[src/rtl/ysyx_24100005_lsu_if.sv]
// Core/memory-facing bundle of the NPC load/store unit.
// master = core + memory side, slave = the LSU.
interface ysyx_24100005_lsu_if #(
  parameter int XLEN   = 32,
  parameter int ADDR_W = 32
);
  logic              req_valid;
  logic              req_ready;
  logic              req_wen;
  logic [2:0]        req_funct3;
  logic [ADDR_W-1:0] req_addr;
  logic [XLEN-1:0]   req_wdata;
  logic              resp_valid;
  logic              resp_ready;
  logic [XLEN-1:0]   resp_rdata;
  logic              resp_err;
  logic              mem_req_valid;
  logic              mem_req_ready;
  logic              mem_wen;
  logic [ADDR_W-1:0] mem_addr;
  logic [XLEN-1:0]   mem_wdata;
  logic [XLEN/8-1:0] mem_wmask;
  logic              mem_rvalid;
  logic [XLEN-1:0]   mem_rdata;

  modport master (
    output req_valid, req_wen, req_funct3,
    output req_addr, req_wdata, resp_ready,
    output mem_req_ready, mem_rvalid, mem_rdata,
    input  req_ready, resp_valid, resp_rdata,
    input  resp_err, mem_req_valid, mem_wen,
    input  mem_addr, mem_wdata, mem_wmask
  );

  modport slave (
    input  req_valid, req_wen, req_funct3,
    input  req_addr, req_wdata, resp_ready,
    input  mem_req_ready, mem_rvalid, mem_rdata,
    output req_ready, resp_valid, resp_rdata,
    output resp_err, mem_req_valid, mem_wen,
    output mem_addr, mem_wdata, mem_wmask
  );
endinterface

[src/rtl/ysyx_24100005_lsu.sv]
// Multi-cycle load/store unit (IDLE/REQ/WAIT/RESP).
// Define YSYX_24100005_LSU_MISALIGN_TRAP_EN to fault misaligned accesses.
module ysyx_24100005_lsu #(
  parameter int XLEN   = 32,
  parameter int ADDR_W = 32
) (
  input logic clk,
  input logic rst,
  ysyx_24100005_lsu_if.slave bus
);
  localparam int NB = XLEN / 8;
  localparam int OW = $clog2(NB);

  typedef enum logic [1:0] {
    IDLE, REQ, WAIT, RESP
  } state_t;

  state_t            state;
  logic              wen_q;
  logic [2:0]        f3_q;
  logic [OW-1:0]     off_q;
  logic              err_q;
  logic [XLEN-1:0]   rdata_q;
  logic              mwen_q;
  logic [ADDR_W-1:0] maddr_q;
  logic [XLEN-1:0]   mwdata_q;
  logic [NB-1:0]     mmask_q;

  logic [2:0]        f3;
  logic [OW-1:0]     off;
  logic [7:0]        ones;
  logic [NB-1:0]     mask_w;
  logic [XLEN-1:0]   wsh;
  logic [XLEN-1:0]   rsh;
  logic [XLEN-1:0]   ext;
  logic              illegal;
  logic              misal;

  assign f3  = bus.req_funct3;
  assign off = bus.req_addr[OW-1:0];

  always_comb begin
    ones = 8'h01;
    unique case (f3[1:0])
      2'd0: ones = 8'h01;
      2'd1: ones = 8'h03;
      2'd2: ones = 8'h0F;
      2'd3: ones = 8'hFF;
    endcase
  end

  // Lanes past the aligned word fall off the top.
  assign mask_w = NB'(16'(ones) << off);
  assign wsh    = bus.req_wdata << {off, 3'b000};

  always_comb begin
    illegal = (f3 == 3'b111) || (bus.req_wen && f3[2]);
    if (XLEN == 32 && (f3 == 3'b011 || f3 == 3'b110))
      illegal = 1'b1;
  end

`ifdef YSYX_24100005_LSU_MISALIGN_TRAP_EN
  logic [2:0] amask;
  assign amask = 3'(4'(4'd1 << f3[1:0]) - 4'd1);
  assign misal = |(bus.req_addr[2:0] & amask);
`else
  assign misal = 1'b0;
`endif

  // Bytes shifted in from above the word read as zero.
  assign rsh = bus.mem_rdata >> {off_q, 3'b000};

  always_comb begin
    ext = '0;
    unique case (1'b1)
      f3_q[1:0] == 2'd0:
        ext = f3_q[2] ? XLEN'(rsh[7:0])
                      : XLEN'($signed(rsh[7:0]));
      f3_q[1:0] == 2'd1:
        ext = f3_q[2] ? XLEN'(rsh[15:0])
                      : XLEN'($signed(rsh[15:0]));
      f3_q[1:0] == 2'd2:
        ext = f3_q[2] ? XLEN'(rsh[31:0])
                      : XLEN'($signed(rsh[31:0]));
      f3_q[1:0] == 2'd3:
        ext = rsh;
    endcase
  end

  always_ff @(posedge clk or posedge rst) begin
    if (rst) begin
      state    <= IDLE;
      wen_q    <= 1'b0;
      f3_q     <= 3'b000;
      off_q    <= '0;
      err_q    <= 1'b0;
      rdata_q  <= '0;
      mwen_q   <= 1'b0;
      maddr_q  <= '0;
      mwdata_q <= '0;
      mmask_q  <= '0;
    end else begin
      unique case (state)
        IDLE: if (bus.req_valid) begin
          wen_q   <= bus.req_wen;
          f3_q    <= f3;
          off_q   <= off;
          rdata_q <= '0;
          if (illegal || misal) begin
            err_q <= 1'b1;
            state <= RESP;
          end else begin
            err_q    <= 1'b0;
            mwen_q   <= bus.req_wen;
            maddr_q  <= {bus.req_addr[ADDR_W-1:OW],
                         {OW{1'b0}}};
            mwdata_q <= bus.req_wen ? wsh : '0;
            mmask_q  <= bus.req_wen ? mask_w : '0;
            state    <= REQ;
          end
        end
        REQ: if (bus.mem_req_ready) state <= WAIT;
        WAIT: if (bus.mem_rvalid) begin
          if (!wen_q) rdata_q <= ext;
          state <= RESP;
        end
        RESP: if (bus.resp_ready) state <= IDLE;
      endcase
    end
  end

  assign bus.req_ready     = (state == IDLE);
  assign bus.mem_req_valid = (state == REQ);
  assign bus.resp_valid    = (state == RESP);
  assign bus.resp_rdata    = rdata_q;
  assign bus.resp_err      = err_q;
  assign bus.mem_wen       = mwen_q;
  assign bus.mem_addr      = maddr_q;
  assign bus.mem_wdata     = mwdata_q;
  assign bus.mem_wmask     = mmask_q;
endmodule

[src/flat_wrapper.sv]
// flat-port wrapper written by rule: the top's interface ports become plain ports
module ysyx_24100005_lsu_flat 
#(
  parameter int XLEN   = 32,
  parameter int ADDR_W = 32
)
  (clk, rst, bus_req_valid, bus_req_wen, bus_req_funct3, bus_req_addr, bus_req_wdata, bus_resp_ready, bus_mem_req_ready, bus_mem_rvalid, bus_mem_rdata, bus_req_ready, bus_resp_valid, bus_resp_rdata, bus_resp_err, bus_mem_req_valid, bus_mem_wen, bus_mem_addr, bus_mem_wdata, bus_mem_wmask);
  ysyx_24100005_lsu_if #(.XLEN(XLEN), .ADDR_W(ADDR_W)) bus_i ();
  input logic clk;
  input logic rst;
  input wire logic [$bits(bus_i.req_valid)-1:0] bus_req_valid;
  input wire logic [$bits(bus_i.req_wen)-1:0] bus_req_wen;
  input wire logic [$bits(bus_i.req_funct3)-1:0] bus_req_funct3;
  input wire logic [$bits(bus_i.req_addr)-1:0] bus_req_addr;
  input wire logic [$bits(bus_i.req_wdata)-1:0] bus_req_wdata;
  input wire logic [$bits(bus_i.resp_ready)-1:0] bus_resp_ready;
  input wire logic [$bits(bus_i.mem_req_ready)-1:0] bus_mem_req_ready;
  input wire logic [$bits(bus_i.mem_rvalid)-1:0] bus_mem_rvalid;
  input wire logic [$bits(bus_i.mem_rdata)-1:0] bus_mem_rdata;
  output wire logic [$bits(bus_i.req_ready)-1:0] bus_req_ready;
  output wire logic [$bits(bus_i.resp_valid)-1:0] bus_resp_valid;
  output wire logic [$bits(bus_i.resp_rdata)-1:0] bus_resp_rdata;
  output wire logic [$bits(bus_i.resp_err)-1:0] bus_resp_err;
  output wire logic [$bits(bus_i.mem_req_valid)-1:0] bus_mem_req_valid;
  output wire logic [$bits(bus_i.mem_wen)-1:0] bus_mem_wen;
  output wire logic [$bits(bus_i.mem_addr)-1:0] bus_mem_addr;
  output wire logic [$bits(bus_i.mem_wdata)-1:0] bus_mem_wdata;
  output wire logic [$bits(bus_i.mem_wmask)-1:0] bus_mem_wmask;
  assign bus_i.req_valid = bus_req_valid;
  assign bus_i.req_wen = bus_req_wen;
  assign bus_i.req_funct3 = bus_req_funct3;
  assign bus_i.req_addr = bus_req_addr;
  assign bus_i.req_wdata = bus_req_wdata;
  assign bus_i.resp_ready = bus_resp_ready;
  assign bus_i.mem_req_ready = bus_mem_req_ready;
  assign bus_i.mem_rvalid = bus_mem_rvalid;
  assign bus_i.mem_rdata = bus_mem_rdata;
  assign bus_req_ready = bus_i.req_ready;
  assign bus_resp_valid = bus_i.resp_valid;
  assign bus_resp_rdata = bus_i.resp_rdata;
  assign bus_resp_err = bus_i.resp_err;
  assign bus_mem_req_valid = bus_i.mem_req_valid;
  assign bus_mem_wen = bus_i.mem_wen;
  assign bus_mem_addr = bus_i.mem_addr;
  assign bus_mem_wdata = bus_i.mem_wdata;
  assign bus_mem_wmask = bus_i.mem_wmask;
  ysyx_24100005_lsu #(.XLEN(XLEN), .ADDR_W(ADDR_W)) u_core (.clk(clk), .rst(rst), .bus(bus_i));
endmodule
[config.mk]
export PLATFORM = sky130hd
export DESIGN_NAME = ysyx_24100005_lsu_flat
export DESIGN_NICKNAME = d
export VERILOG_FILES = /design/src/rtl/ysyx_24100005_lsu_if.sv /design/src/rtl/ysyx_24100005_lsu.sv /design/src/flat_wrapper.sv
export SDC_FILE = /design/constraint.sdc
export NUM_CORES = 1
export LEC_CHECK = 0
export BUFFER_PORTS_ARGS = -buffer_cell sky130_fd_sc_hd__buf_2
export CAP_MARGIN = 10
export CORE_MARGIN = 5
export CORE_UTILIZATION = 44
export CTS_BUF_LIST = sky130_fd_sc_hd__clkbuf_8 sky130_fd_sc_hd__clkbuf_16
export CTS_CLUSTER_DIAMETER = 60
export DETAILED_ROUTE_END_ITERATION = 10
export GPL_TIMING_DRIVEN = 0
export PLACE_DENSITY = 0.78
export SETUP_SLACK_MARGIN = 0.02
export SYNTH_ARGS = -nofsm -noshare
export SYNTH_HDL_FRONTEND = slang
export SYNTH_SLANG_ARGS = --single-unit
[constraint.sdc]
create_clock -name clk -period 3.1 [get_ports clk]
set_clock_uncertainty 0.1 [all_clocks]
set_input_delay 0.31 -clock clk [delete_from_list [all_inputs] [get_ports clk]]
set_output_delay 0.31 -clock clk [all_outputs]
set_load 0.02 [all_outputs]
Word-level counts from Yosys, hierarchy flattened --
Index checks and enable logic that the tools add are counted.
Word-level totals: flip-flop bits (word level) 108, output and inout bits 105
Operators by class: equality and inequality tests 17, shift-type cells 3, bitwise logic cells 1, muxes and demuxes 18, reduce and logical (&&, ||, !) cells 12
Operators with widths (count):
- 2-to-1 mux 32 bit | 6
- case mux 32 bit (3 select lines) | 1
- case mux 32 bit (2 select lines) | 1
- case mux 8 bit (4 select lines) | 1
- << shifter 32 x 5 -> 32 bit | 1
- right shift 32 x 5 -> 32 bit | 1
- equality test 2 bit, second input constant | 6
- 2-to-1 mux 2 bit | 5
- inequality test 2 bit, second input constant | 5
- case mux 2 bit (4 select lines) | 1
- AND reduction 4 bit | 2
- << shifter 8 x 2 -> 4 bit | 1
- equality test 2 x 1 -> 1 bit, second input constant | 3
- equality test 3 bit, second input constant | 2
- logical NOT 2 bit | 3
- 2-to-1 mux 4 bit | 1
- equality test 3 x 2 -> 1 bit, second input constant | 1
- AND reduction 3 bit | 1
- logical OR 1 bit | 2
- 2-to-1 mux 1 bit | 2
- AND reduction 2 bit | 1
- nonzero test 2 bit | 1
- OR reduction 2 bit | 1
- logical AND 1 bit | 1
- NOT 1 bit | 1

Depth between registers and ports, before layout --
Gate-level depths: netlist of run 1.
word-level depth 6, mapped depth 7, depth with buffers taken out 6

Worst setup path after synthesis of run 1 --
OpenSTA, ideal clock, no wires.
path kind register to register, start point register u_core.state[0], end point register u_core.mwdata_q[19] (netlist: u_core.bus.mem_wdata[19]), buffers on the path 1, data arrival time 1.912 ns, slack 1.021 ns, data required time 2.933 ns, setup time 0.067 ns, cell stages (with the launch flop) 8, path through dfrtp_1 inv_1 ha_1 nand2_4 or4b_1 buf_6 nor2_8 a221o_1
On the way: cells in the longest elaborated chain, start to end 2
RTL lines:
- start: declaration | line ysyx_24100005_lsu.sv:18 | state_t state;
- start signal: assignment | line ysyx_24100005_lsu.sv:92 | state <= IDLE;
- start signal: assignment | line ysyx_24100005_lsu.sv:111 | state <= RESP;
- start signal: assignment | line ysyx_24100005_lsu.sv:119 | state <= REQ;
- logical NOT 2 bit
- net bus_req_ready | line flat_wrapper.sv:20 | output wire logic [$bits(bus_i.req_ready)-1:0] bus_req_ready;
- AND reduction 3 bit (no source line)
- end signal: assignment | line ysyx_24100005_lsu.sv:117 | mwdata_q <= bus.req_wen ? wsh : '0;
- end: declaration | line ysyx_24100005_lsu.sv:26 | logic [XLEN-1:0] mwdata_q;
The timed path passes the listed nets, and every way through them passes these cells. A chain may end at the register's enable or synchronous reset.

Final worst setup path of run 1 --
start point register u_core.state[0], end point register u_core.mwdata_q[22] (netlist: u_core.bus.mem_wdata[22])
On the way: cells in the longest elaborated chain, start to end 2
RTL lines:
- logical NOT 2 bit | line ysyx_24100005_lsu.sv:103 | unique case (state)
- AND reduction 3 bit (no source line)
No other way between the ends.

==> results of run 1 <==
## how the worst min path moves through the flow
| stage | cells after the start | start | end |
|---|---|---|---|
| finish | 2 | bus_req_addr[29] | u_core.bus.mem_addr[29] |
| CTS | 2 | bus_req_addr[30] | u_core.bus.mem_addr[30] |
| floorplan | 1 | bus_req_wdata[0] | u_core.bus.mem_wdata[0] |
| global placement | 1 | u_core.bus.mem_wen | u_core.bus.mem_wen |
| global route | 2 | bus_req_addr[5] | u_core.bus.mem_addr[5] |
| detailed placement | 2 | rst | u_core.bus.resp_rdata[30] |
## cell usage after synthesis (9+ instances only)
library cell	n
clkbuf_1	11
a21oi_1	9
buf_2	12
mux2_2	38
nor2b_1	17
a32o_1	14
o22ai_1	10
nand2_1	34
mux2i_1	31
a211o_1	14
a22o_1	43
o21ai_0	24
dfrtp_1	108
## power by group
part           total (mW)  internal, mW  switching [mW]
Clock                1.08         0.566           0.518
Sequential           2.38          2.03           0.347
Combinational        3.41          1.36            2.05
## registers in the layout, summed over array words and instances, names as in the netlist
signal	flops
u_core.state	2
u_core.bus.mem_addr	30
u_core.off_q	2
u_core.bus.mem_wen	1
u_core.bus.mem_wdata	32
u_core.bus.resp_rdata	32
u_core.bus.resp_err	1
u_core.wen_q	1
u_core.f3_q	3
u_core.bus.mem_wmask	4
## worst register-to-register path: stages (launching register included)
cell and delay (ps):
dfrtp_1 410, inv_1 90, ha_1 290, nand2_4 150, nor3b_2 660, buf_2 360, a22o_1 170
## layer usage
layer,vias up,track usage [%],part of all wire (%)
li1,2049,-,-
met1,2138,29.4,41
met2,253,33.9,47
met3,31,6.54,9.3
met4,0,8.01,2.3
met5,-,0,0
## logic make-up (layout without fill, tap and decap cells)
family	count (synthesis)	after routing	share of synthesized area, %
buffers and inverters	41	268	3.98
adders and majority gates	4	4	0.964
other	1	2	0.0723
AOI/OAI and AO/OA	132	132	19.9
DFF	108	108	52.1
and+or+nand+nor	72	72	7.96
muxes	71	71	15.1
## stage by stage
stage	setup WS (ps)	cell area [µm²]	utilization, %
final	819	6750	58.8
after global routing	650	6750	58.8
after CTS	838	6750	58.8
after detailed placement	861	6460	56.3
after global placement	728	6420	56.0
after floorplan	1020	5200	-
## layout make-up
| type | instances | area [µm²] |
|---|---|---|
| Tap cell | 143 | 179 |
| Clock inverter | 6 | 40.0 |
| Inverter | 7 | 30.0 |
| Sequential cell | 108 | 2700 |
| Clock buffer | 10 | 239 |
| Buffer | 34 | 180 |
| Multi-Input combinational cell | 281 | 2280 |
| Timing Repair Buffer | 211 | 1090 |
| Fill cell | 945 | 4720 |
## repair_timing
item                      in CTS  in global routing
hold buffers                   1                  0
hold endpoints to repair      27                  0
resized for setup              0                  0
==> summary.txt, run 1 <==
Run status
  – Status: completed

Setup path
  – Critical Path End Type: flip-flop
  – CP startpoint: u_core.state[0]
  – Critical-path top delay cell: nor3b_2
  – R2R cell count: 6
  – R2r setup slk: 820 ps
  – Setup crit start kind: flip-flop
  – WS Path Type: flip-flop to flip-flop
  – CP Capture Point: u_core.bus.mem_wdata[22]
  – CP delay by family, top: simple AND/OR/NAND/NOR gates
  – Data arrival time of the worst path: 2460 ps
  – Worst reg2reg path startpoint: u_core.state[0]
  – CP cell instances: inv_1 -> ha_1 -> nand2_4 -> nor3b_2 -> buf_2 -> a22o_1
  – Worst reg2reg endpoint: u_core.bus.mem_wdata[22]
  – Crit path max fanout: 10
  – Bufs and invs on worst path: 2
  – Delay of the slowest critical-path stage: 660 ps
  – Worst EP required: 3280 ps
  – WP depth: 6

Timing
  – TNS Setup: 0 ps
  – RSZ-0062 raised after global routing: false
  – Slew Viols, Final: 0
  – Fin crit share: 73.6%
  – Slew @ Worst Pin: 737 ps
  – Endpoints failing hold: 0
  – Fmax: 0.438 GHz
  – Final setup vio count: 0
  – Final min period: 2280 ps
  – Hold WS: 93.0 ps
  – Slew headroom: 50.6%

Floorplan
  – Die H: 119 µm
  – Initial Utilization: 45.3%
  – CORE AREA: 0.0115 mm²
  – IO Pins: 211
  – Die area: 0.0141 mm²
  – Width of the chip: 119 µm
  – Rows: 39

Cells and area
  – Layout Cells excl Fill: 800
  – Nets: 762
  – Area Overhead vs Synth: 30.0%
  – Antenna Cells: 0
  – Share of cells above drive strength 1: 44.7%
  – Commonest cells after routing, fill and taps aside: 220 x buf_2, 108 x dfrtp_1, 43 x a22o_1
  – Most common cell after layout, fill and taps aside: buf_2

Power and ir drop
  – Total power: 6.87 mW
  – Max IR drop VDD: 0.852 mV
  – LEAKAGE: 3.52 nW
  – Cell Pwr Density: 1020 mW/mm²

Synthesis
  – Synth top area share: 52.1%
  – Seq/Total Area, Yosys: 52.1%
  – Synth Warn #: 0
  – Synth Cell Area: 0.00519 mm²
  – EDFF count, synth: 0
  – Top post-synthesis cells by area: dfrtp_1 52%, mux2_2 8.2%, a22o_1 7.3%, mux2i_1 6.0%, a32o_1 2.7%
  – Seq cells post-synth: 108
  – Ys async rst share: 100%
  – Avg Cell Area, Syn: 12.1 µm²
  – Mapped Cells: 429
  – Leading area contributor after synthesis: dfrtp_1
  – Distinct cells, synth: 44
  – Commonest register cell after synthesis: dfrtp_1

Routing
  – Via count: 4471
  – Pre-antenna DRT Iters: 4
  – Residual DRC count: 0
  – Initial DRC count: 259
  – Vias per cell: 5.59
  – DRT Wirelength: 15600 µm
  – Routed WL per cell: 19.5 µm
  – Antenna viol nets, final: 0

Clock network
  – Inserted Clock Buffers: 9
  – Clk sink count: 108
  – Max clock buf depth: 2
  – CTS root buf: clkbuf_16
  – Clk Latency, worst-skew pair: 340 ps
  – H-tree levels: 3
  – CTS tree: built
  – Setup Buffers After CTS: 0
  – CTS clk-pin slew, worst paths: 70 ps

Global routing
  – Pin count of the biggest net entering global routing: 43
  – GRT Overall Usage: 21.9%
  – Grt ovf: 0
  – Initial antenna violation count: 0
  – Number of global-route vias before repair: 4667
  – First-pass GRT wire length: 25000 µm

Flow run
  – Max_cap viols: 0

Hold path
  – Worst Hold Class: input pin to flip-flop

Placed design
  – Gpl congestion: 0.929
  – # port buffers: 208
  – Placed cell count: 783
  – Hpwl dp: 12200 µm
Power figures use the tool's default switching activity.
==> run 2: changes to the inputs <==
- ABC_AREA: unset -> 1
- CORE_UTILIZATION: 44 -> 49
- PLACE_DENSITY: 0.78 -> 0.81
- clock period: 3.1 -> 2.2 ns (I/O delays scaled with it)
==> summary.txt, run 2 <==
Global routing
  – Grt ovf: 0 (unchanged)
  – Pin count of the biggest net entering global routing: 43 (unchanged)
  – Number of global-route vias before repair: 5758 (was 4667)
  – First-pass GRT wire length: 27800 µm (was 25000 µm)
  – GRT Overall Usage: 26.8% (was 21.9%)
  – Initial antenna violation count: 0 (unchanged)

Cells and area
  – Commonest cells after routing, fill and taps aside: 327 x nand2_1, 231 x buf_2, 108 x dfrtp_1 (was 220 x buf_2, 108 x dfrtp_1, 43 x a22o_1)
  – Most common cell after layout, fill and taps aside: nand2_1 (was buf_2)
  – Area Overhead vs Synth: 33.9% (was 30.0%)
  – Final Cell Area: 0.00736 mm² (was 0.00675 mm²)
  – Layout Cells excl Fill: 1115 (was 800)
  – Nets: 1079 (was 762)
  – Share of cells above drive strength 1: 29.8% (was 44.7%)

Floorplan
  – Initial Utilization: 50.2% (was 45.3%)
  – Die area: 0.0134 mm² (was 0.0141 mm²)
  – CORE AREA: 0.0109 mm² (was 0.0115 mm²)
  – IO Pins: 211 (unchanged)
  – Die H: 116 µm (was 119 µm)
  – Width of the chip: 116 µm (was 119 µm)
  – Rows: 38 (was 39)

Synthesis
  – Synth Cell Area: 0.00549 mm² (was 0.00519 mm²)
  – Top-count cell post-synth: nand2_1 (was dfrtp_1)
  – Mux share of post-synthesis cell area: 0.911% (was 15.1%)
  – Synth Area in Compound Gates: 8.86% (was 19.9%)
  – EDFF count, synth: 0 (unchanged)
  – Avg Cell Area, Syn: 7.66 µm² (was 12.1 µm²)
  – Seq/Total Area, Yosys: 49.2% (was 52.1%)
  – Synth top area share: 49.2% (was 52.1%)
  – Commonest cells post-synth: 327 x nand2_1, 108 x dfrtp_1, 63 x nand3_1 (was 108 x dfrtp_1, 43 x a22o_1, 38 x mux2_2)
  – Synth Area in XOR/XNOR: 0% (unchanged)
  – Main combinational cell family by area after synthesis: simple AND/OR/NAND/NOR gates (was compound AO/OA/AOI/OAI gates)
  – Top post-synthesis cells by area: dfrtp_1 49%, nand2_1 22%, nand3_1 5.7%, a21oi_1 2.9%, nor2_1 2.5% (was dfrtp_1 52%, mux2_2 8.2%, a22o_1 7.3%, mux2i_1 6.0%, a32o_1 2.7%)
  – Distinct cells, synth: 32 (was 44)
  – Leading area contributor after synthesis: dfrtp_1 (unchanged)
  – Seq cells post-synth: 108 (unchanged)
  – Commonest register cell after synthesis: dfrtp_1 (unchanged)
  – Simple-gate share of the synthesized area: 32.8% (was 7.96%)
  – Ys async rst share: 100% (unchanged)
  – Synth Area in Adders: 0.911% (was 0.964%)
  – Mapped Cells: 717 (was 429)
  – Synth Warn #: 0 (unchanged)

Timing
  – Final setup vio count: 0 (unchanged)
  – Slew headroom: 39.9% (was 50.6%)
  – Fmax: 0.505 GHz (was 0.438 GHz)
  – Fin crit share: 90.0% (was 73.6%)
  – Hold WS: 25.5 ps (was 93.0 ps)
  – RSZ-0062 raised after global routing: false (unchanged)
  – Endpoints failing hold: 0 (unchanged)
  – Slew @ Worst Pin: 900 ps (was 737 ps)
  – Slew Viols, Final: 0 (unchanged)
  – Final min period: 1980 ps (was 2280 ps)
  – TNS Setup: 0 ps (unchanged)

Power and ir drop
  – Cell Pwr Density: 1300 mW/mm² (was 1020 mW/mm²)
  – LEAKAGE: 4.34 nW (was 3.52 nW)
  – Total power: 9.58 mW (was 6.87 mW)
  – Max IR drop VDD: 0.866 mV (was 0.852 mV)

Routing
  – Antenna viol nets, final: 0 (unchanged)
  – Residual DRC count: 0 (unchanged)
  – Vias per cell: 5.16 (was 5.59)
  – Routed WL per cell: 16.0 µm (was 19.5 µm)
  – Via count: 5755 (was 4471)
  – Initial DRC count: 455 (was 259)
  – Pre-antenna DRT Iters: 5 (was 4)
  – DRT Wirelength: 17900 µm (was 15600 µm)

Setup path
  – CP cell instances: inv_1 -> ha_1 -> nor2_1 -> a21oi_2 -> nand2_2 -> nor2_4 -> buf_2 -> nand3_1 -> nand2_1 (was inv_1 -> ha_1 -> nand2_4 -> nor3b_2 -> buf_2 -> a22o_1)
  – Critical Path End Type: flip-flop (unchanged)
  – Data arrival time of the worst path: 2180 ps (was 2460 ps)
  – Setup crit start kind: flip-flop (unchanged)
  – Worst reg2reg endpoint: u_core.bus.resp_rdata[15] (was u_core.bus.mem_wdata[22])
  – Crit path max fanout: 10 (unchanged)
  – Delay of the slowest critical-path stage: 420 ps (was 660 ps)
  – R2R cell count: 9 (was 6)
  – WS Path Type: flip-flop to flip-flop (unchanged)
  – Worst reg2reg path startpoint: u_core.state[0] (unchanged)
  – CP startpoint: u_core.state[0] (unchanged)
  – Worst EP required: 2390 ps (was 3280 ps)
  – Critical-path top delay cell: dfrtp_1 (was nor3b_2)
  – R2r setup slk: 220 ps (was 820 ps)

Placed design
  – Gpl congestion: 0.963 (was 0.929)
  – Hpwl dp: 13000 µm (was 12200 µm)
  – # port buffers: 207 (was 208)
  – Placement Cell Area: 0.00675 mm² (was 0.00646 mm²)
  – Placed cell count: 1067 (was 783)

Clock network
  – CTS clk-pin slew, worst paths: 80 ps (was 70 ps)
  – Hold-fix buffers at CTS: 31 (was 1)
  – CTS root buf: clkbuf_16 (unchanged)
  – PostCTS Resize Cnt: 0 (unchanged)
  – CTS tree: built (unchanged)
  – Setup Buffers After CTS: 0 (unchanged)
  – Clk sink count: 108 (unchanged)
  – Clk Latency, worst-skew pair: 350 ps (was 340 ps)
  – Inserted Clock Buffers: 9 (unchanged)
  – Max clock buf depth: 2 (unchanged)
  – H-tree levels: 3 (unchanged)

Hold path
  – Worst Hold Class: input pin to flip-flop (unchanged)
  – Min-Delay Startpoint: bus_req_wdata[7] (was bus_req_addr[29])
  – Worst hold stages: 3 (was 2)
  – Worst hold path endpoint: u_core.bus.mem_wdata[7] (was u_core.bus.mem_addr[29])

Flow run
  – Max_cap viols: 0 (unchanged)

Run status
  – Status: completed (unchanged)
## run 2: worst max-delay path by stage
stage	to	slack (ps)	depth (start not counted)
floorplan	u_core.bus.mem_wmask[2]	420	9
global placement	u_core.bus.mem_wdata[4]	-120	2
global route	u_core.bus.resp_rdata[14]	60	10
CTS	u_core.bus.mem_wdata[26]	220	9
detailed placement	u_core.bus.mem_wdata[26]	260	9
finish	u_core.bus.resp_rdata[15]	220	9
## run 2: cells by family (layout without fill, tap and decap cells)
kind of cell,Yosys count,after routing
simple gates,441,441
mux,5,5
other cells,1,3
flops,108,108
buf+inv,79,335
compound gates,79,79
fa+ha+maj,4,4
## run 2: power by group
group | internal, mW | leakage, nW | total [mW] | switching (mW)
registers | 2.74 | 1.42 | 3.19 | 0.446
clock network | 0.800 | 0.142 | 1.62 | 0.820
logic | 1.59 | 2.78 | 4.77 | 3.18
## run 2: critical path: cells and delay by family, from the launching register on
family                   cells  cell delay [ps]
buffers and inverters        2              340
AO/OA/AOI/OAI                1              130
adder cells (fa/ha/maj)      1              280
flip-flops                   1              420
AND/OR/NAND/NOR              5              640
## run 2: per-stage QoR
step	util (%)	setup WS [ps]
floorplan	-	418
global placement	61.4	-121
detailed placement	61.7	256
CTS	67.3	216
global route	67.3	57.6
finish	67.3	220
## run 2: final cells by class
class	count	area (µm²)
Multi-Input combinational cell	531	2400
Inverter	40	159
Sequential cell	108	2700
Timing Repair Buffer	240	1390
Buffer	39	240
Antenna cell	1	2.50
Clock inverter	7	67.6
Fill cell	929	3580
Clock buffer	9	225
Tap cell	140	175
## run 2: per-layer routing
metal | track usage, % | wire length [µm] | part of all wire, % | vias up
met5 | 0 | 0 | 0 | -
met4 | 11.1 | 538 | 3.0 | 0
met3 | 7.99 | 1920 | 11 | 49
met2 | 45.6 | 8680 | 49 | 321
met1 | 31.6 | 6720 | 38 | 2616
li1 | - | - | - | 2769
